<file path="src/rtl/program_counter_rs_if.sv">
// Control and status bundle between a sequencer and the program counter with return stack.
// Master drives requests and the target address; slave returns the registered address and stack status.
interface program_counter_rs_if #(
    parameter int WIDTH = 15,
    parameter int DEPTH = 8
);
    logic                       en;
    logic                       inc;
    logic                       load;
    logic                       call;
    logic                       ret;
    logic [WIDTH-1:0]           in;
    logic                       clr_err;
    logic [WIDTH-1:0]           out;
    logic [$clog2(DEPTH+1)-1:0] depth;
    logic                       empty;
    logic                       full;
    logic                       overflow;
    logic                       underflow;

    modport master (
        output en, inc, load, call, ret, in, clr_err,
        input  out, depth, empty, full, overflow, underflow
    );

    modport slave (
        input  en, inc, load, call, ret, in, clr_err,
        output out, depth, empty, full, overflow, underflow
    );
endinterface

</file>
<file path="src/rtl/program_counter_rs.sv">
// Program counter with a circular return stack; every request takes effect one cycle after its edge.
// No backpressure: en low stalls all state, and outputs are driven purely from registers.
module program_counter_rs #(
    parameter int WIDTH = 15,
    parameter int DEPTH = 8
) (
    input  logic               clk,
    input  logic               rst,
    program_counter_rs_if.slave bus
);
    localparam int PW = (DEPTH > 1) ? $clog2(DEPTH) : 1;
    localparam int DW = $clog2(DEPTH + 1);
    localparam logic [PW-1:0] LAST_IDX = PW'(DEPTH - 1);
    localparam logic [DW-1:0] FULL_CNT = DW'(DEPTH);

    logic [WIDTH-1:0] pc_q, pc_d;
    logic [DW-1:0]    cnt_q, cnt_d;
    logic [PW-1:0]    top_q, top_d;
    logic             ovf_q, ovf_d;
    logic             udf_q, udf_d;
    logic [WIDTH-1:0] stack [DEPTH];

    logic             wr_en;
    logic [PW-1:0]    wr_addr;
    logic             is_empty, is_full;
    logic [PW-1:0]    top_prev, top_next;
    logic [WIDTH-1:0] pc_inc;

    // top_q is the next free slot; when full it also marks the oldest entry,
    // so a push while full overwrites it in place.
    assign is_empty = (cnt_q == '0);
    assign is_full  = (cnt_q == FULL_CNT);
    assign top_prev = (top_q == '0) ? LAST_IDX : top_q - PW'(1);
    assign top_next = (top_q == LAST_IDX) ? '0 : top_q + PW'(1);
    assign pc_inc   = pc_q + WIDTH'(1);

    always_comb begin
        pc_d    = pc_q;
        cnt_d   = cnt_q;
        top_d   = top_q;
        ovf_d   = ovf_q;
        udf_d   = udf_q;
        wr_en   = 1'b0;
        wr_addr = top_q;
        if (bus.en) begin
            ovf_d = ovf_q & ~bus.clr_err;
            udf_d = udf_q & ~bus.clr_err;
            if (bus.call && bus.ret && !is_empty) begin
                wr_en   = 1'b1;
                wr_addr = top_prev;
                pc_d    = bus.in;
            end else if (bus.ret && !bus.call) begin
                if (is_empty) begin
                    udf_d = 1'b1;
                end else begin
                    pc_d  = stack[top_prev];
                    top_d = top_prev;
                    cnt_d = cnt_q - DW'(1);
                end
            end else if (bus.call) begin
                wr_en   = 1'b1;
                wr_addr = top_q;
                top_d   = top_next;
                pc_d    = bus.in;
                if (is_full) begin
                    ovf_d = 1'b1;
                end else begin
                    cnt_d = cnt_q + DW'(1);
                end
            end else if (bus.load) begin
                pc_d = bus.in;
            end else if (bus.inc) begin
                pc_d = pc_inc;
            end
        end
    end

    always_ff @(posedge clk or posedge rst) begin
        if (rst) begin
            pc_q  <= '0;
            cnt_q <= '0;
            top_q <= '0;
            ovf_q <= 1'b0;
            udf_q <= 1'b0;
        end else begin
            pc_q  <= pc_d;
            cnt_q <= cnt_d;
            top_q <= top_d;
            ovf_q <= ovf_d;
            udf_q <= udf_d;
        end
    end

    // Storage is not reset; gating on rst keeps an aborted push from landing.
    always_ff @(posedge clk) begin
        if (wr_en && !rst) begin
            stack[wr_addr] <= pc_inc;
        end
    end

    assign bus.out       = pc_q;
    assign bus.depth     = cnt_q;
    assign bus.empty     = is_empty;
    assign bus.full      = is_full;
    assign bus.overflow  = ovf_q;
    assign bus.underflow = udf_q;
endmodule

</file>
<file path="src/flat_wrapper.sv">
// flat-port wrapper written by rule: the top's interface ports become plain ports
module program_counter_rs_flat 
#(
    parameter int WIDTH = 15,
    parameter int DEPTH = 8
)
  (clk, rst, bus_en, bus_inc, bus_load, bus_call, bus_ret, bus_in, bus_clr_err, bus_out, bus_depth, bus_empty, bus_full, bus_overflow, bus_underflow);
  program_counter_rs_if #(.WIDTH(WIDTH), .DEPTH(DEPTH)) bus_i ();
  input  logic clk;
  input  logic rst;
  input wire logic [$bits(bus_i.en)-1:0] bus_en;
  input wire logic [$bits(bus_i.inc)-1:0] bus_inc;
  input wire logic [$bits(bus_i.load)-1:0] bus_load;
  input wire logic [$bits(bus_i.call)-1:0] bus_call;
  input wire logic [$bits(bus_i.ret)-1:0] bus_ret;
  input wire logic [$bits(bus_i.in)-1:0] bus_in;
  input wire logic [$bits(bus_i.clr_err)-1:0] bus_clr_err;
  output wire logic [$bits(bus_i.out)-1:0] bus_out;
  output wire logic [$bits(bus_i.depth)-1:0] bus_depth;
  output wire logic [$bits(bus_i.empty)-1:0] bus_empty;
  output wire logic [$bits(bus_i.full)-1:0] bus_full;
  output wire logic [$bits(bus_i.overflow)-1:0] bus_overflow;
  output wire logic [$bits(bus_i.underflow)-1:0] bus_underflow;
  assign bus_i.en = bus_en;
  assign bus_i.inc = bus_inc;
  assign bus_i.load = bus_load;
  assign bus_i.call = bus_call;
  assign bus_i.ret = bus_ret;
  assign bus_i.in = bus_in;
  assign bus_i.clr_err = bus_clr_err;
  assign bus_out = bus_i.out;
  assign bus_depth = bus_i.depth;
  assign bus_empty = bus_i.empty;
  assign bus_full = bus_i.full;
  assign bus_overflow = bus_i.overflow;
  assign bus_underflow = bus_i.underflow;
  program_counter_rs #(.WIDTH(WIDTH), .DEPTH(DEPTH)) u_core (.clk(clk), .rst(rst), .bus(bus_i));
endmodule
</file>
<file path="config.mk">
export PLATFORM = sky130hd
export DESIGN_NAME = program_counter_rs_flat
export DESIGN_NICKNAME = d
export VERILOG_FILES = /design/src/rtl/program_counter_rs_if.sv /design/src/rtl/program_counter_rs.sv /design/src/flat_wrapper.sv
export SDC_FILE = /design/constraint.sdc
export NUM_CORES = 1
export LEC_CHECK = 0
export CAP_MARGIN = 20
export CORE_ASPECT_RATIO = 1.75
export CORE_UTILIZATION = 64
export DETAILED_ROUTE_END_ITERATION = 12
export PLACE_DENSITY = 0.94
export SLEW_MARGIN = 10
export SYNTH_ARGS = -nofsm -noshare
export SYNTH_HDL_FRONTEND = slang
export SYNTH_SLANG_ARGS = --single-unit
</file>
<file path="constraint.sdc">
create_clock -name clk -period 7.4 [get_ports clk]
set_input_delay 1.85 -clock clk [delete_from_list [all_inputs] [get_ports clk]]
set_output_delay 1.85 -clock clk [all_outputs]
set_load 0.01 [all_outputs]
</file>
==> results of run 1 <==
[through the flow]
| stage | area [um^2] | cells | hold slack, ns |
|---|---|---|---|
| 2_1_floorplan | 6990 | 592 | 0.5107 |
| 3_3_place_gp | 7516 | 736 | 0.4682 |
| 3_5_place_dp | 7557 | 740 | 0.4806 |
| 4_1_cts | 8102 | 772 | 0.4931 |
| 5_1_grt | 8102 | 772 | 0.5064 |
| 6_report | 8102 | 772 | 0.4893 |
[layer usage]
| metal | GRT usage | wire length (um) |
|---|---|---|
| met1 | 0.4490 | 6761 |
| met2 | 0.5949 | 9927 |
| met3 | 0.1355 | 2279 |
| met4 | 0.2848 | 1510 |
| met5 | 0 | 0 |
[how the worst max path moves through the flow]
stage,cells after the start,slack (ns),startpoint,end
after floorplan,6,2.95,bus_en,u_core.stack[2][0]
after global routing,7,2.52,bus_call,u_core.bus.out[9]
final,7,2.55,bus_ret,u_core.bus.out[12]
after detailed placement,7,2.30,bus_call,u_core.bus.out[9]
after CTS,7,2.69,bus_ret,u_core.bus.out[12]
after global placement,5,2.30,bus_call,u_core.stack[2][13]
[synthesized netlist by cell type (4+ instances only)]
cell	number	share of area
edfxtp_1	120	0.52
nor3b_1	4	0.0043
nand4_1	4	0.0036
a21oi_1	12	0.0086
dfrtp_1	24	0.086
clkbuf_1	24	0.013
a31oi_1	36	0.032
buf_2	11	0.0079
o21ai_0	21	0.015
o211ai_1	16	0.017
xnor2_1	10	0.013
or2_2	5	0.0045
o22ai_1	12	0.011
nand3_1	11	0.0079
o31a_1	5	0.0063
a22oi_1	4	0.0043
nor3_1	7	0.0050
nor2_1	71	0.038
o311ai_0	4	0.0050
nand2b_1	5	0.0045
nand2_1	27	0.014
xor2_1	4	0.0050
and3_1	8	0.0072
mux2_2	20	0.032
mux2i_1	14	0.020
o211a_1	7	0.010
ha_1	7	0.013
o221ai_1	16	0.020
inv_1	34	0.018
[final cells by class]
class / count / area [um^2] / share of cell area
inverter: 36 / 135.1 / 0.01668
clock buffer: 18 / 429.2 / 0.05297
multi-input combinational: 372 / 2495 / 0.3080
clock inverter: 14 / 115.1 / 0.01421
timing repair buffer: 58 / 559.3 / 0.06903
tap: 130 / 162.7 / 0.02008
sequential: 144 / 4205 / 0.5191
[worst min-delay path, delay by kind of cell, from the launching register on]
| kind | cells | cell delay [ns] |
|---|---|---|
| AOI/OAI and AO/OA | 1 | 0.06 |
| DFF | 1 | 0.35 |
| and+or+nand+nor | 1 | 0.05 |
[power groups by stage]
stage | clock network, mW | logic, mW | registers [mW]
floorplan | 0 | 0.740 | 1.18
global placement | 0 | 1.10 | 1.20
detailed placement | 0 | 1.15 | 1.21
CTS | 0.790 | 1.17 | 1.19
global route | 0.828 | 1.27 | 1.21
finish | 0.788 | 1.20 | 1.20
[registers in the layout, indices dropped and copies added, names as in the netlist]
signal	cells
u_core.top_q	3
u_core.bus.depth	4
u_core.stack	120
u_core.bus.overflow	1
u_core.bus.underflow	1
u_core.bus.out	15
[logic make-up (layout without fill, tap and decap cells)]
family / Yosys count / in the layout / synth area share
flops: 144 / 144 / 0.6014
mux: 34 / 34 / 0.05226
xor+xnor: 14 / 14 / 0.01754
buf+inv: 76 / 126 / 0.04492
fa+ha+maj: 8 / 8 / 0.01539
compound gates: 159 / 159 / 0.1625
simple gates: 157 / 157 / 0.1060
==> flow_summary.ini, run 1 <==
[cts]
cts.clk_slew.worst_paths_ns = 0.06
cts_tree = built
cts_buffer_depth = 2
clock_tree.root_cell = clkbuf_16
post_cts_resized = 0
cts_setup_buffers = 0
cts_hold_buffers = 0
insertion_delay_ns = 0.42
cts_buffers = 17
clkSinkCount = 144
htreeDepth = 4

[pwr]
combPwrFrac = 0.377
switching_share = 0.3884
p_switching_mw = 1.238
report.power.total_mw = 3.187
power.share.sequential = 0.376
leakage_nw = 2.874
pwr-share-clk = 0.247
vdd_ir_drop_max_mv = 0.4322
p_int_mw = 1.949
power.density_nw_per_um2 = 393.4

[sta]
min_period_ns = 4.850
setup_tns_ns = 0
fmax_ghz = 0.2062
worst_pin_slew_ns = 1.028
hold_viol_final = 0
finalSetupViolCount = 0
finalCritPeriodShare = 0.6554
relSlewSlack = 0.3147
setup_slack_ns = 2.550
rsz0062_at_grt = false
drv_slew = 0
fin_skew_ns = 0.01113

[grt]
antenna_found_initial = 0
grt_pass1_wl_um = 31010
grt_pass1_vias = 5466
overflow = 0
grt.total_usage = 0.3911
grt_max_degree = 89

[critical_path]
slowest_stage = clkdlybuf4s50_1
crit_arrival_ns = 5.19
worst_setup_path_start_kind = primary input
critPathRequiredTime_ns = 7.74
crit_type = in -> reg
r2r-end = u_core.stack[0][7]
r2r_setup_slack_ns = 3.18
reg2reg_depth = 10
crit_chain = clkdlybuf4s50_1, nand2b_1, clkinv_1, and3_1, o221ai_1, o211a_1, a21oi_1
end_kind = register
timing.rr.start = u_core.top_q[0]
cp_top_family = simple AND/OR/NAND/NOR gates
worstPathMaxFanout = 17
crit_buf_inv = 2
cpPeakStageDelay_ns = 0.89

[place]
port_buffers = 45
place_congestion = 0.9362
dpl.hpwl_um = 13090
post-place-ws_ns = 2.295

[worst_hold_path]
min_to = u_core.bus.overflow
hp-start = u_core.bus.overflow
min_path_cells = 2
hold_class = reg -> reg

[floorplan]
pin_count = 46
fp.dieW_um = 81.01
core-area_um2 = 10640
fp-row-count = 50
start_util = 0.6573
die_y_um = 140.3
die_area_um2 = 11360

[synth]
synth_flop_cell = edfxtp_1
netlist_instances = 592
synth-seq-cells = 144
ys.warnings.count = 0
ys_seq_area_frac = 0.6014
synth_fp_nets = 623
ys_types = 62
syn_area_um2 = 6990
syn_area_per_cell_um2 = 11.81
synth_edf_count = 120
synthArstFlopShare = 0.1667

[layout]
layout_commonest_cell = edfxtp_1
final_cell_mix = edfxtp_1, nor2_1, clkdlybuf4s50_1
diodes = 0
fin_util = 0.7618
final_layout_size_suffix_gt1_frac = 0.1277
nFillCells = 652
fin_nets = 660
syn2layout_area_growth_pct = 15.89

[run_status]
status = complete, no violations

[drt]
routed-via-count = 5440
drt_pass1_iterations = 6
via_per_inst = 7.047
routed_wl_um = 20480
wl_per_cell_um = 26.53
drtIter0Drc = 808
drtAntennaViolNets = 0
drc = 0

[flow_run]
cap_violations = 0
Note: power is estimated with default switching activity, not from simulation.
==> run 2: changes to the inputs <==
--- a/config.mk
+++ b/config.mk
@@ -7,9 +7,9 @@
 export LEC_CHECK = 0
 export CAP_MARGIN = 20
 export CORE_ASPECT_RATIO = 1.75
-export CORE_UTILIZATION = 64
+export CORE_UTILIZATION = 53
 export DETAILED_ROUTE_END_ITERATION = 12
-export PLACE_DENSITY = 0.94
+export PLACE_DENSITY = 0.85
 export SLEW_MARGIN = 10
 export SYNTH_ARGS = -nofsm -noshare
 export SYNTH_HDL_FRONTEND = slang
==> constraint.sdc (replaced) <==
create_clock -name clk -period 3.91 [get_ports clk]
set_input_delay 0.9775 -clock clk [delete_from_list [all_inputs] [get_ports clk]]
set_output_delay 0.9775 -clock clk [all_outputs]
set_load 0.01 [all_outputs]
==> flow_summary.ini, run 2 (synthesis gave the netlist of run 1 again) <==
[run_status]
status = complete, no violations

[critical_path]
critPathRequiredTime_ns = 2.93
crit_type = reg -> out
cp_top_family = simple AND/OR/NAND/NOR gates
cp.depth = 3
crit_arrival_ns = 2.24
cpPeakStageDelay_ns = 0.70
worst_setup_path_start_kind = register
end_kind = output port
crit_buf_inv = 2
worstPathMaxFanout = 8
reg2reg_depth = 8
slowest_stage = or4b_1
crit_chain = or4b_1, inv_1, clkdlybuf4s50_1

[layout]
final_cell_mix = edfxtp_1, nor2_1, clkdlybuf4s50_1
diodes = 0
nFillCells = 919
largest_reg_flops = 120
final_layout_size_suffix_gt1_frac = 0.1418
fin_nets = 668
top_register = u_core.stack
syn2layout_area_growth_pct = 17.70
layout_commonest_cell = edfxtp_1
fin_cells = 820

[flow_run]
cap_violations = 0

[pwr]
leakage_nw = 2.932
vdd_ir_drop_max_mv = 0.5053
power.density_nw_per_um2 = 734.3

[cts]
cts_hold_buffers = 0
cts.clk_slew.worst_paths_ns = 0.06
htreeDepth = 4
cts_tree = built
cts_buffer_depth = 2
insertion_delay_ns = 0.42
cts_buffers = 17
post_cts_resized = 0
clkSinkCount = 144
clock_tree.root_cell = clkbuf_16
cts_setup_buffers = 0

[worst_hold_path]
min_path_cells = 2
hold_class = reg -> reg

[sta]
timing.hold.ws_ns = 0.5083
worst_pin_slew_ns = 0.9986
finalCritPeriodShare = 0.8222
hold_viol_final = 0
fmax_ghz = 0.3111
finalSetupViolCount = 0
fin_skew_ns = 0.006360
drv_slew = 0
rsz0062_at_grt = false
min_period_ns = 3.215
setup_tns_ns = 0
relSlewSlack = 0.3295

[grt]
grt.total_usage = 0.2963
grt_pass1_vias = 5278
overflow = 0
grt_pass1_wl_um = 28990
grt_max_degree = 88
antenna_found_initial = 1

[floorplan]
core-area_um2 = 12870
fp-row-count = 55
start_util = 0.5432
fp.dieW_um = 88.82
die_area_um2 = 13670
pin_count = 46
die_y_um = 153.9

[drt]
routed_wl_um = 19000
wl_per_cell_um = 23.17
drtAntennaViolNets = 0
drtIter0Drc = 660
drc = 0
via_per_inst = 6.449
routed-via-count = 5288
drt_pass1_iterations = 6

[place]
dpl.hpwl_um = 12800
place_inst = 788
port_buffers = 45
place_congestion = 0.9365
-- run 2: tightest hold or removal path, delay by kind of cell (launching register included) --
| family | cells | cell delay, ns |
|---|---|---|
| AO/OA/AOI/OAI | 1 | 0.06 |
| flip-flops | 1 | 0.35 |
| AND/OR/NAND/NOR | 1 | 0.06 |
-- run 2: final timing paths --
| path | from | slack [ns] | to |
|---|---|---|---|
| hold reg to reg | u_core.bus.overflow | 0.51 | u_core.bus.overflow |
| hold / removal | u_core.bus.overflow | 0.51 | u_core.bus.overflow |
| max in group asynchronous | rst | 2.65 | u_core.top_q[0] |
| min in group asynchronous | rst | 0.99 | u_core.bus.underflow |
| setup / recovery | u_core.bus.depth[0] | 0.70 | bus_full |
| setup reg to reg | u_core.top_q[1] | 0.84 | u_core.bus.out[9] |
-- run 2: stage by stage --
stage	area (um^2)	setup slack, ns	util	power, mW
6_report	8228	0.6951	0.6394	6.041
5_1_grt	8228	0.6311	0.6394	6.292
4_1_cts	8223	0.7213	0.6390	5.987
3_5_place_dp	7650	0.4522	0.5945	4.412
3_3_place_gp	7650	0.5407	0.5945	4.348
2_1_floorplan	6990	0.1757	-	3.634
-- run 2: layer usage --
layer / global-route usage / vias to the layer above / part of all wire
li1: - / 2344 / -
met2: 0.4718 / 311 / 0.51
met4: 0.2158 / 2 / 0.065
met5: 0 / - / 0.00068
met3: 0.07139 / 89 / 0.070
met1: 0.3399 / 2542 / 0.36
-- run 2: layout make-up --
type | count | area [um^2] | share of cell area
inverter | 36 | 135.1 | 0.01642
tap | 171 | 214.0 | 0.02600
sequential | 144 | 4205 | 0.5111
multi-input combinational | 372 | 2495 | 0.3032
timing repair buffer | 66 | 605.6 | 0.07360
clock inverter | 14 | 147.6 | 0.01794
clock buffer | 17 | 425.4 | 0.05170
-- run 2: power breakdown --
group | internal, mW | leakage [nW] | switching [mW]
logic | 0.790 | 1.30 | 1.43
clock network | 0.894 | 0.273 | 0.666
registers | 2.03 | 1.36 | 0.233
==> run 3: changes to the inputs <==
==> constraint.sdc (replaced) <==
create_clock -name clk -period 2.8 [get_ports clk]
set_input_delay 0.7 -clock clk [delete_from_list [all_inputs] [get_ports clk]]
set_output_delay 0.7 -clock clk [all_outputs]
set_load 0.01 [all_outputs]
==> flow_summary.ini, run 3 (synthesis gave the netlist of run 1 again) <==
[run_status]
status = complete, no violations

[layout]
design_area_um2 = 8621
final_layout_size_suffix_gt1_frac = 0.1959
fin_nets = 698
top_register = u_core.stack
final_cell_mix = edfxtp_1, nor2_1, clkdlybuf4s50_1, buf_4, a31oi_1
diodes = 0
fin_cells = 850
fin_util = 0.6699
syn2layout_area_growth_pct = 23.32
layout_commonest_cell = edfxtp_1
nFillCells = 889
largest_reg_flops = 120

[critical_path]
critPathRequiredTime_ns = 2.10
worst_setup_path_start_kind = register
end_kind = output port
crit_arrival_ns = 2.05
worstPathMaxFanout = 6
crit_type = reg -> out

[worst_hold_path]
hold_class = reg -> reg

[place]
place_congestion = 0.9532
dpl.hpwl_um = 13360
port_buffers = 45
place_inst = 815
placed_area_um2 = 8009

[floorplan]
die_y_um = 153.9
die_area_um2 = 13670
pin_count = 46
start_util = 0.5432
fp-row-count = 55
fp.dieW_um = 88.82
core-area_um2 = 12870

[drt]
via_per_inst = 6.369
routed_wl_um = 19460
drtIter0Drc = 521
drt_pass1_iterations = 7
drc = 0
drtAntennaViolNets = 0
wl_per_cell_um = 22.89
routed-via-count = 5414

[grt]
grt_util_met1 = 0.3427
antenna_found_initial = 0
use_met3 = 0.08159
global_route.usage.met2 = 0.4802
overflow = 0
grt.total_usage = 0.3030
grt_pass1_vias = 5416
grt_pass1_wl_um = 29600
busiest_layer = met2
grt_max_degree = 86

[sta]
fmax_ghz = 0.3641
finalCritPeriodShare = 0.9808
hold_viol_final = 0
min_period_ns = 2.746
drv_slew = 0
relSlewSlack = 0.3644
finalSetupViolCount = 0
fin_skew_ns = 0.01266
timing.hold.ws_ns = 0.5034
worst_pin_slew_ns = 0.9534
rsz0062_at_grt = false

[cts]
cts_buffers = 17
htreeDepth = 4
cts_buffer_depth = 2
cts_tree = built
cts.clk_slew.worst_paths_ns = 0.07
clock_tree.root_cell = clkbuf_16
insertion_delay_ns = 0.42
clkSinkCount = 144

[pwr]
vdd_ir_drop_max_mv = 0.5127
power.density_nw_per_um2 = 1015
leakage_nw = 3.126

[flow_run]
cap_violations = 0
-- run 3: worst max-delay path, cell delays in order, from the launching register on --
cell and delay (ns):
dfrtp_1 0.50, or4b_4 0.54, inv_1 0.07, clkdlybuf4s50_1 0.52
-- run 3: path summary, 6_finish.rpt --
path                                       from                   end  slack (ns)  cells past startpoint
max                         u_core.bus.depth[3]              bus_full        0.05                      3
max reg2reg                     u_core.top_q[1]    u_core.stack[0][0]        0.11                      8
max in group asynchronous                   rst   u_core.bus.depth[0]        1.80                      3
min reg2reg                u_core.bus.underflow  u_core.bus.underflow        0.50                      1
min in group asynchronous                   rst     u_core.bus.out[9]        0.72                      3
min                        u_core.bus.underflow  u_core.bus.underflow        0.50                      1
-- run 3: routing by layer --
| layer | share of wire | wire (um) |
|---|---|---|
| met3 | 0.077 | 1499 |
| met5 | 0 | 0 |
| met4 | 0.077 | 1495 |
| met2 | 0.49 | 9589 |
| met1 | 0.35 | 6873 |
-- run 3: layout make-up --
| cell class | instances | area, um^2 | share of cell area |
|---|---|---|---|
| clock inverter | 14 | 143.9 | 0.01669 |
| tap | 171 | 214.0 | 0.02482 |
| multi-input combinational | 372 | 2575 | 0.2987 |
| clock buffer | 17 | 425.4 | 0.04935 |
| inverter | 36 | 135.1 | 0.01567 |
| timing repair buffer | 96 | 919.6 | 0.1067 |
| sequential | 144 | 4208 | 0.4881 |
-- run 3: through the flow --
step / worst slack, ns / TNS, ns / power (mW)
finish: 0.05385 / 0 / 8.750
global route: 0.001736 / 0 / 9.123
CTS: 0.05376 / 0 / 8.676
detailed placement: -0.03380 / -0.6089 / 6.430
global placement: 0.009446 / 0 / 6.316
floorplan: 0.005228 / 0 / 5.229
-- run 3: power by group --
part           switching [mW]  leakage [nW]  total, mW  internal [mW]
Sequential              0.304          1.35       3.14           2.83
Clock                   0.919         0.268       2.16           1.25
Combinational            2.14          1.50       3.45           1.31
-- run 3: what timing repair did --
action                                  CTS  global route
buffers inserted                          4             0
hold buffers                              0             0
gates resized for setup                   4             1
endpoints found under the setup margin    2            60
